[config.mk]
export PLATFORM = sky130hd
export DESIGN_NAME = io_ctc16_flat
export DESIGN_NICKNAME = d
export VERILOG_FILES = /design/src/rtl/ctc_pkg.sv /design/src/rtl/io_ctc16_if.sv /design/src/rtl/io_ctc_channel.sv /design/src/rtl/io_ctc16.sv /design/src/flat_wrapper.sv
export SDC_FILE = /design/constraint.sdc
export NUM_CORES = 1
export LEC_CHECK = 0
export ABC_AREA = 0
export CAP_MARGIN = 20
export CORE_UTILIZATION = 58
export CTS_CLUSTER_DIAMETER = 30
export CTS_CLUSTER_SIZE = 16
export DETAILED_ROUTE_END_ITERATION = 10
export PLACE_DENSITY = 0.9
export SYNTH_ARGS = -nofsm -noshare
export SYNTH_HDL_FRONTEND = slang
export SYNTH_SLANG_ARGS = --single-unit
[constraint.sdc]
create_clock -name clock -period 2.87 [get_ports clock]
set_clock_uncertainty 0.1 [all_clocks]
set_input_delay 0.287 -clock clock [delete_from_list [all_inputs] [get_ports clock]]
set_output_delay 0.287 -clock clock [all_outputs]
set_load 0.005 [all_outputs]
[src/rtl/ctc_pkg.sv]
// Shared constants for the two-channel I/O counter/timer: register selects,
// mode bit positions and status bit positions.
package ctc_pkg;
    localparam int NUM_CH = 2;

    localparam logic [2:0] CTC_STAT0 = 3'd0;
    localparam logic [2:0] CTC_STAT1 = 3'd1;
    localparam logic [2:0] CTC_MODE0 = 3'd2;
    localparam logic [2:0] CTC_MODE1 = 3'd3;
    localparam logic [2:0] CTC_INIT0 = 3'd4;
    localparam logic [2:0] CTC_INIT1 = 3'd5;

    localparam int MODE_SEL = 0;
    localparam int MODE_RPT = 1;

    localparam int STAT_ACTIVE = 15;
    localparam int STAT_DONE   = 0;
endpackage

[src/rtl/io_ctc16_if.sv]
// I/O bus seen by the counter/timer: chip select, read/write strobes,
// halfword register select, write data and combinational read data.
interface io_ctc16_if;
    logic        cs;
    logic        io_read;
    logic        io_write;
    logic [2:0]  addr;
    logic [15:0] wdata;
    logic [15:0] rdata;

    modport master (output cs, io_read, io_write, addr, wdata, input rdata);
    modport slave  (input cs, io_read, io_write, addr, wdata, output rdata);
endinterface

[src/rtl/io_ctc_channel.sv]
// One counter/timer channel: mode/init/count registers, external pulse
// synchronizer with rising-edge detect, and expiry handling.
module io_ctc_channel
    import ctc_pkg::*;
(
    input  logic        clock,
    input  logic        reset_n,
    input  logic        tick_timer,
    input  logic        pulse,
    input  logic        mode_we,
    input  logic        init_we,
    input  logic        stat_rd,
    input  logic [15:0] wdata,
    output logic [15:0] count,
    output logic        active,
    output logic        done,
    output logic        cout
);
    logic [1:0]  mode;
    logic [15:0] init;
    logic [2:0]  sync;
    logic        tick;

    // sync[1] is the synchronized input, sync[2] its previous value.
    assign tick = mode[MODE_SEL] ? (sync[1] & ~sync[2]) : tick_timer;

    always_ff @(posedge clock or negedge reset_n) begin
        if (!reset_n) begin
            sync   <= '0;
            mode   <= '0;
            init   <= '0;
            count  <= '0;
            active <= 1'b0;
            done   <= 1'b0;
            cout   <= 1'b0;
        end else begin
            sync <= {sync[1:0], pulse};
            cout <= 1'b0;
            if (stat_rd)
                done <= 1'b0;
            // Writes take priority; a tick landing on a write cycle is lost.
            if (mode_we) begin
                mode   <= wdata[1:0];
                active <= 1'b0;
            end else if (init_we) begin
                init   <= wdata;
                count  <= wdata;
                done   <= 1'b0;
                active <= (wdata != 16'd0);
            end else if (tick && active) begin
                if (count > 16'd1) begin
                    count <= count - 16'd1;
                end else begin
                    done <= 1'b1;
                    cout <= 1'b1;
                    if (mode[MODE_RPT]) begin
                        count <= init;
                    end else begin
                        count  <= 16'd0;
                        active <= 1'b0;
                    end
                end
            end
        end
    end
endmodule

[src/rtl/io_ctc16.sv]
// Two-channel 16-bit counter/timer on the I/O bus: shared prescaler,
// register decode and read mux around two channel instances.
module io_ctc16
    import ctc_pkg::*;
#(
    parameter int PRESCALE = 100
) (
    input  logic        clock,
    input  logic        reset_n,
    io_ctc16_if.slave   bus,
    input  logic        pulse0,
    input  logic        pulse1,
    output logic        cout0,
    output logic        cout1
);
    localparam int PW = (PRESCALE > 2) ? $clog2(PRESCALE) : 1;

    logic [PW-1:0] pre;
    logic          tick_timer;
    logic          rd, wr;

    logic [NUM_CH-1:0]       pulse, cout, active, done;
    logic [NUM_CH-1:0]       mode_we, init_we, stat_rd;
    logic [NUM_CH-1:0][15:0] count;
    logic [NUM_CH-1:0][15:0] status;
    logic [15:0]             rdata;

    // Free-running; register writes never disturb the phase.
    always_ff @(posedge clock or negedge reset_n) begin
        if (!reset_n)
            pre <= '0;
        else if (tick_timer)
            pre <= '0;
        else
            pre <= pre + 1'b1;
    end

    assign tick_timer = (pre == PW'(PRESCALE - 1));
    assign rd         = bus.cs & bus.io_read;
    assign wr         = bus.cs & bus.io_write;
    assign pulse      = {pulse1, pulse0};
    assign cout0      = cout[0];
    assign cout1      = cout[1];

    for (genvar g = 0; g < NUM_CH; g++) begin : g_ch
        localparam logic [2:0] A_STAT = CTC_STAT0 + 3'(g);
        localparam logic [2:0] A_MODE = CTC_MODE0 + 3'(g);
        localparam logic [2:0] A_INIT = CTC_INIT0 + 3'(g);

        assign stat_rd[g] = rd && (bus.addr == A_STAT);
        assign mode_we[g] = wr && (bus.addr == A_MODE);
        assign init_we[g] = wr && (bus.addr == A_INIT);

        io_ctc_channel u_ch (
            .clock      (clock),
            .reset_n    (reset_n),
            .tick_timer (tick_timer),
            .pulse      (pulse[g]),
            .mode_we    (mode_we[g]),
            .init_we    (init_we[g]),
            .stat_rd    (stat_rd[g]),
            .wdata      (bus.wdata),
            .count      (count[g]),
            .active     (active[g]),
            .done       (done[g]),
            .cout       (cout[g])
        );
    end

    always_comb begin
        status = '0;
        for (int c = 0; c < NUM_CH; c++) begin
            status[c][STAT_ACTIVE] = active[c];
            status[c][STAT_DONE]   = done[c];
        end
        rdata = '0;
        if (rd) begin
            case (bus.addr)
                CTC_STAT0: rdata = status[0];
                CTC_STAT1: rdata = status[1];
                CTC_INIT0: rdata = count[0];
                CTC_INIT1: rdata = count[1];
                default:   rdata = '0;
            endcase
        end
    end

    assign bus.rdata = rdata;
endmodule

[src/flat_wrapper.sv]
// flat-port wrapper written by rule: the top's interface ports become plain ports
module io_ctc16_flat import ctc_pkg::*;
#(
    parameter int PRESCALE = 100
)
  (clock, reset_n, pulse0, pulse1, cout0, cout1, bus_cs, bus_io_read, bus_io_write, bus_addr, bus_wdata, bus_rdata);
  io_ctc16_if bus_i ();
  input  logic clock;
  input  logic reset_n;
  input  logic pulse0;
  input  logic pulse1;
  output logic cout0;
  output logic cout1;
  input wire logic [$bits(bus_i.cs)-1:0] bus_cs;
  input wire logic [$bits(bus_i.io_read)-1:0] bus_io_read;
  input wire logic [$bits(bus_i.io_write)-1:0] bus_io_write;
  input wire logic [$bits(bus_i.addr)-1:0] bus_addr;
  input wire logic [$bits(bus_i.wdata)-1:0] bus_wdata;
  output wire logic [$bits(bus_i.rdata)-1:0] bus_rdata;
  assign bus_i.cs = bus_cs;
  assign bus_i.io_read = bus_io_read;
  assign bus_i.io_write = bus_io_write;
  assign bus_i.addr = bus_addr;
  assign bus_i.wdata = bus_wdata;
  assign bus_rdata = bus_i.rdata;
  io_ctc16 #(.PRESCALE(PRESCALE)) u_core (.clock(clock), .reset_n(reset_n), .bus(bus_i), .pulse0(pulse0), .pulse1(pulse1), .cout0(cout0), .cout1(cout1));
endmodule
; ---- After elaboration in Yosys (flattened, before gate mapping)
; Index checks and enable logic that the tools add are counted.
[op_classes]
addsub = 3
order_cmp = 2
eq_ne = 10
mux = 41
n_bitwise = 8
n_reduce_logical = 20
[ops]
columns = op, count
row1 = 16-bit 2-to-1 mux, 9
row2 = 16-bit case mux with 4 select lines, 1
row3 = 16-bit by 1-bit > comparator with 1-bit output (second input constant), 2
row4 = 16-bit by 1-bit subtractor with 16-bit output (second input constant), 2
row5 = 1-bit 2-to-1 mux, 30
row6 = 16-bit nonzero test, 1
row7 = 3-bit inequality test (second input constant), 4
row8 = 1-bit logical AND, 8
row9 = 2-bit AND reduction, 4
row10 = 7-bit by 1-bit adder with 7-bit output (second input constant), 1
row11 = 7-bit equality test (second input constant), 1
row12 = 7-bit 2-to-1 mux, 1
row13 = 3-bit by 2-bit equality test with 1-bit output (second input constant), 2
row14 = 3-bit equality test (second input constant), 2
row15 = 3-bit AND reduction, 2
row16 = 3-bit nonzero test, 2
row17 = 1-bit bitwise AND, 4
row18 = 1-bit NOT, 4
row19 = 2-bit nonzero test, 2
row20 = 3-bit by 1-bit equality test with 1-bit output (second input constant), 1
row21 = 3-bit zero test, 1
[word_totals]
register_bits = 87

; ---- Depth between registers and ports, before layout
[logic_depth]
depth_word = 7
mapped_depth = 9

; ---- By module
; A second synthesis with hierarchy kept.
[unflattened]
cells_unflattened = 545
area_unflattened_um2 = 5009.8
[by_module_without_submodules]
columns = module, n_inst, cells_each, area_per_inst_um2
row1 = io_ctc_channel at u_core.g_ch[1].u_ch, 1, 243, 2239.6
row2 = io_ctc_channel at u_core.g_ch[0].u_ch, 1, 227, 2103.3
row3 = io_ctc16, 1, 75, 666.9

; ---- Worst setup path before layout
; OpenSTA, ideal clock, no wires.
[synth_timing]
path_type = register -> register
start = register u_core.g_ch[0].u_ch.count[7]
end = register u_core.g_ch[0].u_ch.count[7]
setup_time_ns = 0.121
arrival_time_ns = 1.929
required_time_ns = 2.649
slack_ns = 0.720
stages_incl_launch_ff = 7
path_buffers = 1
synth_period_minus_slack_ns = 2.150
path_cell_list = dfrtp_1 clkbuf_1 or4_1 nor3_4 a21o_1 o21ai_0 a22o_1
[synth_between]
elab_chain_len = 4
word_cells_on_any_way = 5
classes_between = 1 x add/sub / 1 x order compare / 3 x mux
[synth_lines]
columns = item, line_no
row1 = from (decl), io_ctc_channel.sv:14  ; output logic [15:0] count,
row2 = from (signal assigned), io_ctc_channel.sv:47  ; count <= wdata;
row3 = from (signal assigned), io_ctc_channel.sv:52  ; count <= count - 16'd1;
row4 = from (signal assigned), io_ctc_channel.sv:57  ; count <= init;
row5 = 16-bit by 1-bit subtractor with 16-bit output / 16-bit by 1-bit > comparator with 1-bit output (equally long branches), "io_ctc_channel.sv:52, io_ctc_channel.sv:51"
row6 = 16-bit 2-to-1 mux *, io_ctc_channel.sv:51  ; if (count > 16'd1) begin
row7 = 16-bit 2-to-1 mux *, io_ctc_channel.sv:50  ; end else if (tick && active) begin
row8 = 16-bit 2-to-1 mux *, io_ctc_channel.sv:45  ; end else if (init_we) begin
; Mark *: on every way between the ends. The rest lies on a longest branch, timed or not. The select of a mux whose other input is x is not followed.
; A chain may end at the register's enable or synchronous reset.

; ---- Final worst setup path
[layout_timing]
start = input port bus_addr[1]
end = output port bus_rdata[15]
[layout_between]
elab_chain_len = 3
word_cells_on_any_way = 6
classes_between = 3 x eq/ne / 2 x mux / 1 x reduce/logical
[layout_lines]
columns = item, line_no
row1 = from (decl), flat_wrapper.sv:17  ; input wire logic [$bits(bus_i.addr)-1:0] bus_addr;
row2 = "3-bit equality test, or another cell as far along", io_ctc16.sv:78  ; case (bus.addr)
row3 = 16-bit case mux with 4 select lines *, io_ctc16.sv:78
row4 = 16-bit 2-to-1 mux *, io_ctc16.sv:77  ; if (rd) begin
row5 = to (decl), flat_wrapper.sv:19  ; output wire logic [$bits(bus_i.rdata)-1:0] bus_rdata;
; Mark *: on every way between the ends. The rest lies on a longest branch, timed or not.

==> impl_metrics.env <==
export IMPL_cellLeakagePower_nw=2.43
export IMPL_max_freq_mhz=382
export IMPL_critical_path_max_stage_delay_ns=0.59
export IMPL_fin_crit_sh_pct=91.3
export IMPL_p_clk_share_pct=24.8
export IMPL_synth_top_family_by_area="simple AND/OR/NAND/NOR gates"
export IMPL_yosysSeqAreaShare_pct=44.3
export IMPL_synth_cell_area_mm2=0.00491
export IMPL_die_w_um=94.1
export IMPL_start_util_pct=59.8
export IMPL_wl_per_cell_um=20.0
export IMPL_p_sw_w=0.00134
export IMPL_cp_startpoint="bus_addr[1]"
export IMPL_num_antenna_cells=0
export IMPL_cp_cell_sequence="clkdlybuf4s50_1 > nand2b_1 > nor2_1 > buf_4 > a221oi_1 > nor2_1 > clkdlybuf4s50_1"
export IMPL_drt_iter0_drc=578
export IMPL_cts_sinks=87
export IMPL_reg2reg_from="u_core.g_ch[1].u_ch.count[12]$_DFFE_PN0P_"
export IMPL_finalSetupTns_ns=0
export IMPL_synth_xor_area_share_pct=0.713
export IMPL_hold_violations=0
export IMPL_synth_ff_type="dfrtp_1"
export IMPL_min_from="u_core.g_ch[0].u_ch.sync[0]$_DFF_PN0_"
export IMPL_ir_worst_vdd_v=0.000431
export IMPL_synth_compound_area_share_pct=24.1
export IMPL_clockBufferDepth=2
export IMPL_firstDrtPassIters=5
export IMPL_max_slew_worst_pin_slew_ns=0.750
export IMPL_setup_worst_path_class="primary input to primary output"
export IMPL_worst_path_max_delay_cell="clkdlybuf4s50_1"
export IMPL_post_cts_repair_setup_buffers=0
export IMPL_synth_fa_ha_area_share_pct=1.27
export IMPL_outcome="finished clean"
export IMPL_path_clk_slew_ns=0.08
export IMPL_port_buffers=43
export IMPL_dieArea_mm2=0.00885
export IMPL_syn_avg_cell_area_um2=8.89
export IMPL_vias=4804
export IMPL_gp_congestion=0.956
export IMPL_yosysTopAreaCellShare_pct=44.3
export IMPL_tritoncts="built"
export IMPL_slew_viol_final=0
export IMPL_worstPathArrival_ns=2.23
export IMPL_maxCapViolations=0
export IMPL_grt_setup_unrepaired="false"
export IMPL_synthSimpleGateAreaFrac_pct=24.4
export IMPL_clkLatencyLatePin_ns=0.37
export IMPL_fin_crit_ns=2.62
export IMPL_worstPathRequired_ns=2.48
export IMPL_design_area_mm2=0.00575
export IMPL_worst_setup_path_start_kind="primary input"
export IMPL_path_delay_family="buffers and inverters"
export IMPL_slew_headroom_pct=49.5
export IMPL_syn_nets=584
export IMPL_ant_nets=0
export IMPL_synth_commonest_cells="87 x dfrtp_1, 84 x nand2_1, 56 x nor2_1"
export IMPL_grt_total_usage_pct=34.5
export IMPL_yosysTopAreaCell="dfrtp_1"
export IMPL_p_seq_share_pct=48.8
export IMPL_hold_class="register to register"
export IMPL_die_y_um=94.1
export IMPL_grt_pass1_vias=4556
export IMPL_netlist_instances=553
export IMPL_post_cts_resized=0
export IMPL_final_layout_size_suffix_gt1_share_pct=9.39
export IMPL_syn_to_final_growth_pct=17.0
export IMPL_synthTopCellsByArea="dfrtp_1 44%, nand2_1 6.4%, nor2_1 4.3%"
export IMPL_p_int_w=0.00228
export IMPL_dpl_hpwl_mm=10.3
export IMPL_cts_root_buf="clkbuf_8"
export IMPL_viasPerCell=6.75
export IMPL_cp_end_kind="primary output"
export IMPL_totalWireLength_mm=14.3
export IMPL_p_per_area_mw_per_mm2=628
export IMPL_ys_async_sr_fraction_pct=100
export IMPL_cts_htree_levels=3
export IMPL_synth_edf_count=0
export IMPL_hold_buffers=1
export IMPL_synth_mux_area_share_pct=1.53
export IMPL_core_area_mm2=0.00822
export IMPL_antenna_found_initial=0
export IMPL_path_buf_inv=3
export IMPL_cts_made_buffers=9
export IMPL_synthMostInstantiatedCell="dfrtp_1"
export IMPL_p_sw_share_pct=37.0
export IMPL_combPwrFrac_pct=26.4
export IMPL_io_pin_count=44
export IMPL_finalSetupViolations=0
export IMPL_grt_max_degree=58
export IMPL_yosysWarningCount=0
export IMPL_postPlaceCellArea_mm2=0.00554
export IMPL_synth_cell_type_count=59
export IMPL_grt_pass1_wl_mm=23.2
export IMPL_gr_total_overflow=0
export IMPL_rows=33
export IMPL_drc=0
export IMPL_path_max_fanout=16
export IMPL_nets=633
export IMPL_synth_seq_cells=87
state kept, by name, summed over array words and instances, names as in the netlist:
signal	cells
u_core.g_ch.u_ch.active	2
u_core.g_ch.u_ch.count	32
u_core.g_ch.u_ch.cout	2
u_core.g_ch.u_ch.done	2
u_core.g_ch.u_ch.init	32
u_core.g_ch.u_ch.mode	4
u_core.g_ch.u_ch.sync	6
u_core.pre	7
path summary, 6_finish.rpt:
path | cells past startpoint | slack, ns | end
setup / recovery | 7 | 0.25 | bus_rdata[15]
max in group asynchronous | 3 | 1.55 | u_core.g_ch[1].u_ch.done$_DFF_PN0_
hold / removal | 0 | 0.26 | u_core.g_ch[0].u_ch.sync[1]$_DFF_PN0_
hold reg to reg | 0 | 0.26 | u_core.g_ch[0].u_ch.sync[1]$_DFF_PN0_
setup reg to reg | 5 | 0.33 | u_core.g_ch[1].u_ch.count[4]$_DFFE_PN0P_
min in group asynchronous | 2 | 0.42 | u_core.g_ch[1].u_ch.count[6]$_DFFE_PN0P_
power groups by stage:
stage	clock (W)	sequential, W	combinational, W
2_1_floorplan	0	0.00165	0.000697
3_3_place_gp	0	0.00176	0.000894
3_5_place_dp	0	0.00177	0.000924
4_1_cts	0.000899	0.00174	0.000935
5_1_grt	0.000949	0.00179	0.00105
6_report	0.000895	0.00176	0.000954
area by class of cell:
cell class / instances / area (um^2)
timing repair buffer: 68 / 631
clock inverter: 7 / 77.6
tap: 105 / 131
inverter: 14 / 52.6
clock buffer: 9 / 124
sequential: 87 / 2180
fill: 618 / 2460
multi-input combinational: 422 / 2560
cells in the final DEF, fill, tap and decap left out, types with 7 or more instances in the layout:
| cell type | Yosys | final |
|---|---|---|
| nor3_1 | 20 | 20 |
| nand3_1 | 13 | 13 |
| inv_1 | 14 | 14 |
| a21oi_1 | 19 | 19 |
| a21o_1 | 17 | 17 |
| a211oi_1 | 9 | 9 |
| clkbuf_8 | 0 | 9 |
| nor4_1 | 15 | 15 |
| clkdlybuf4s50_1 | 0 | 42 |
| and3_1 | 10 | 10 |
| dfrtp_1 | 87 | 87 |
| nand4_1 | 9 | 9 |
| nand2b_1 | 7 | 7 |
| a22oi_1 | 16 | 16 |
| buf_4 | 0 | 24 |
| o21ai_0 | 28 | 28 |
| nor2_1 | 56 | 55 |
| nand2_1 | 84 | 84 |
| a221oi_1 | 14 | 14 |
| o2bb2ai_1 | 13 | 13 |
kinds of logic after synthesis:
logic type | count (synthesis)
simple gates | 242
compound gates | 164
flops | 87
buf+inv | 44
mux | 7
fa+ha+maj | 5
xor+xnor | 4
metrics by stage:
step                total power [W]  util, %  cells  hold WS (ns)  worst slack [ns]
floorplan                   0.00234        -    553        -0.109             0.720
global placement            0.00265     67.4    695         0.235             0.242
detailed placement          0.00269     67.4    695         0.247             0.149
CTS                         0.00358     70.0    712         0.258             0.269
global route                0.00379     70.0    712         0.268             0.126
finish                      0.00361     70.0    712         0.258             0.250
routing by layer:
metal	wire length (um)	track usage, %	vias up
met1	5600	47.3	2282
met5	0	0	-
met3	1400	5.99	44
li1	-	-	2175
met2	6880	55.2	303
met4	371	11.8	0
Note: power is estimated with default switching activity, not from simulation.
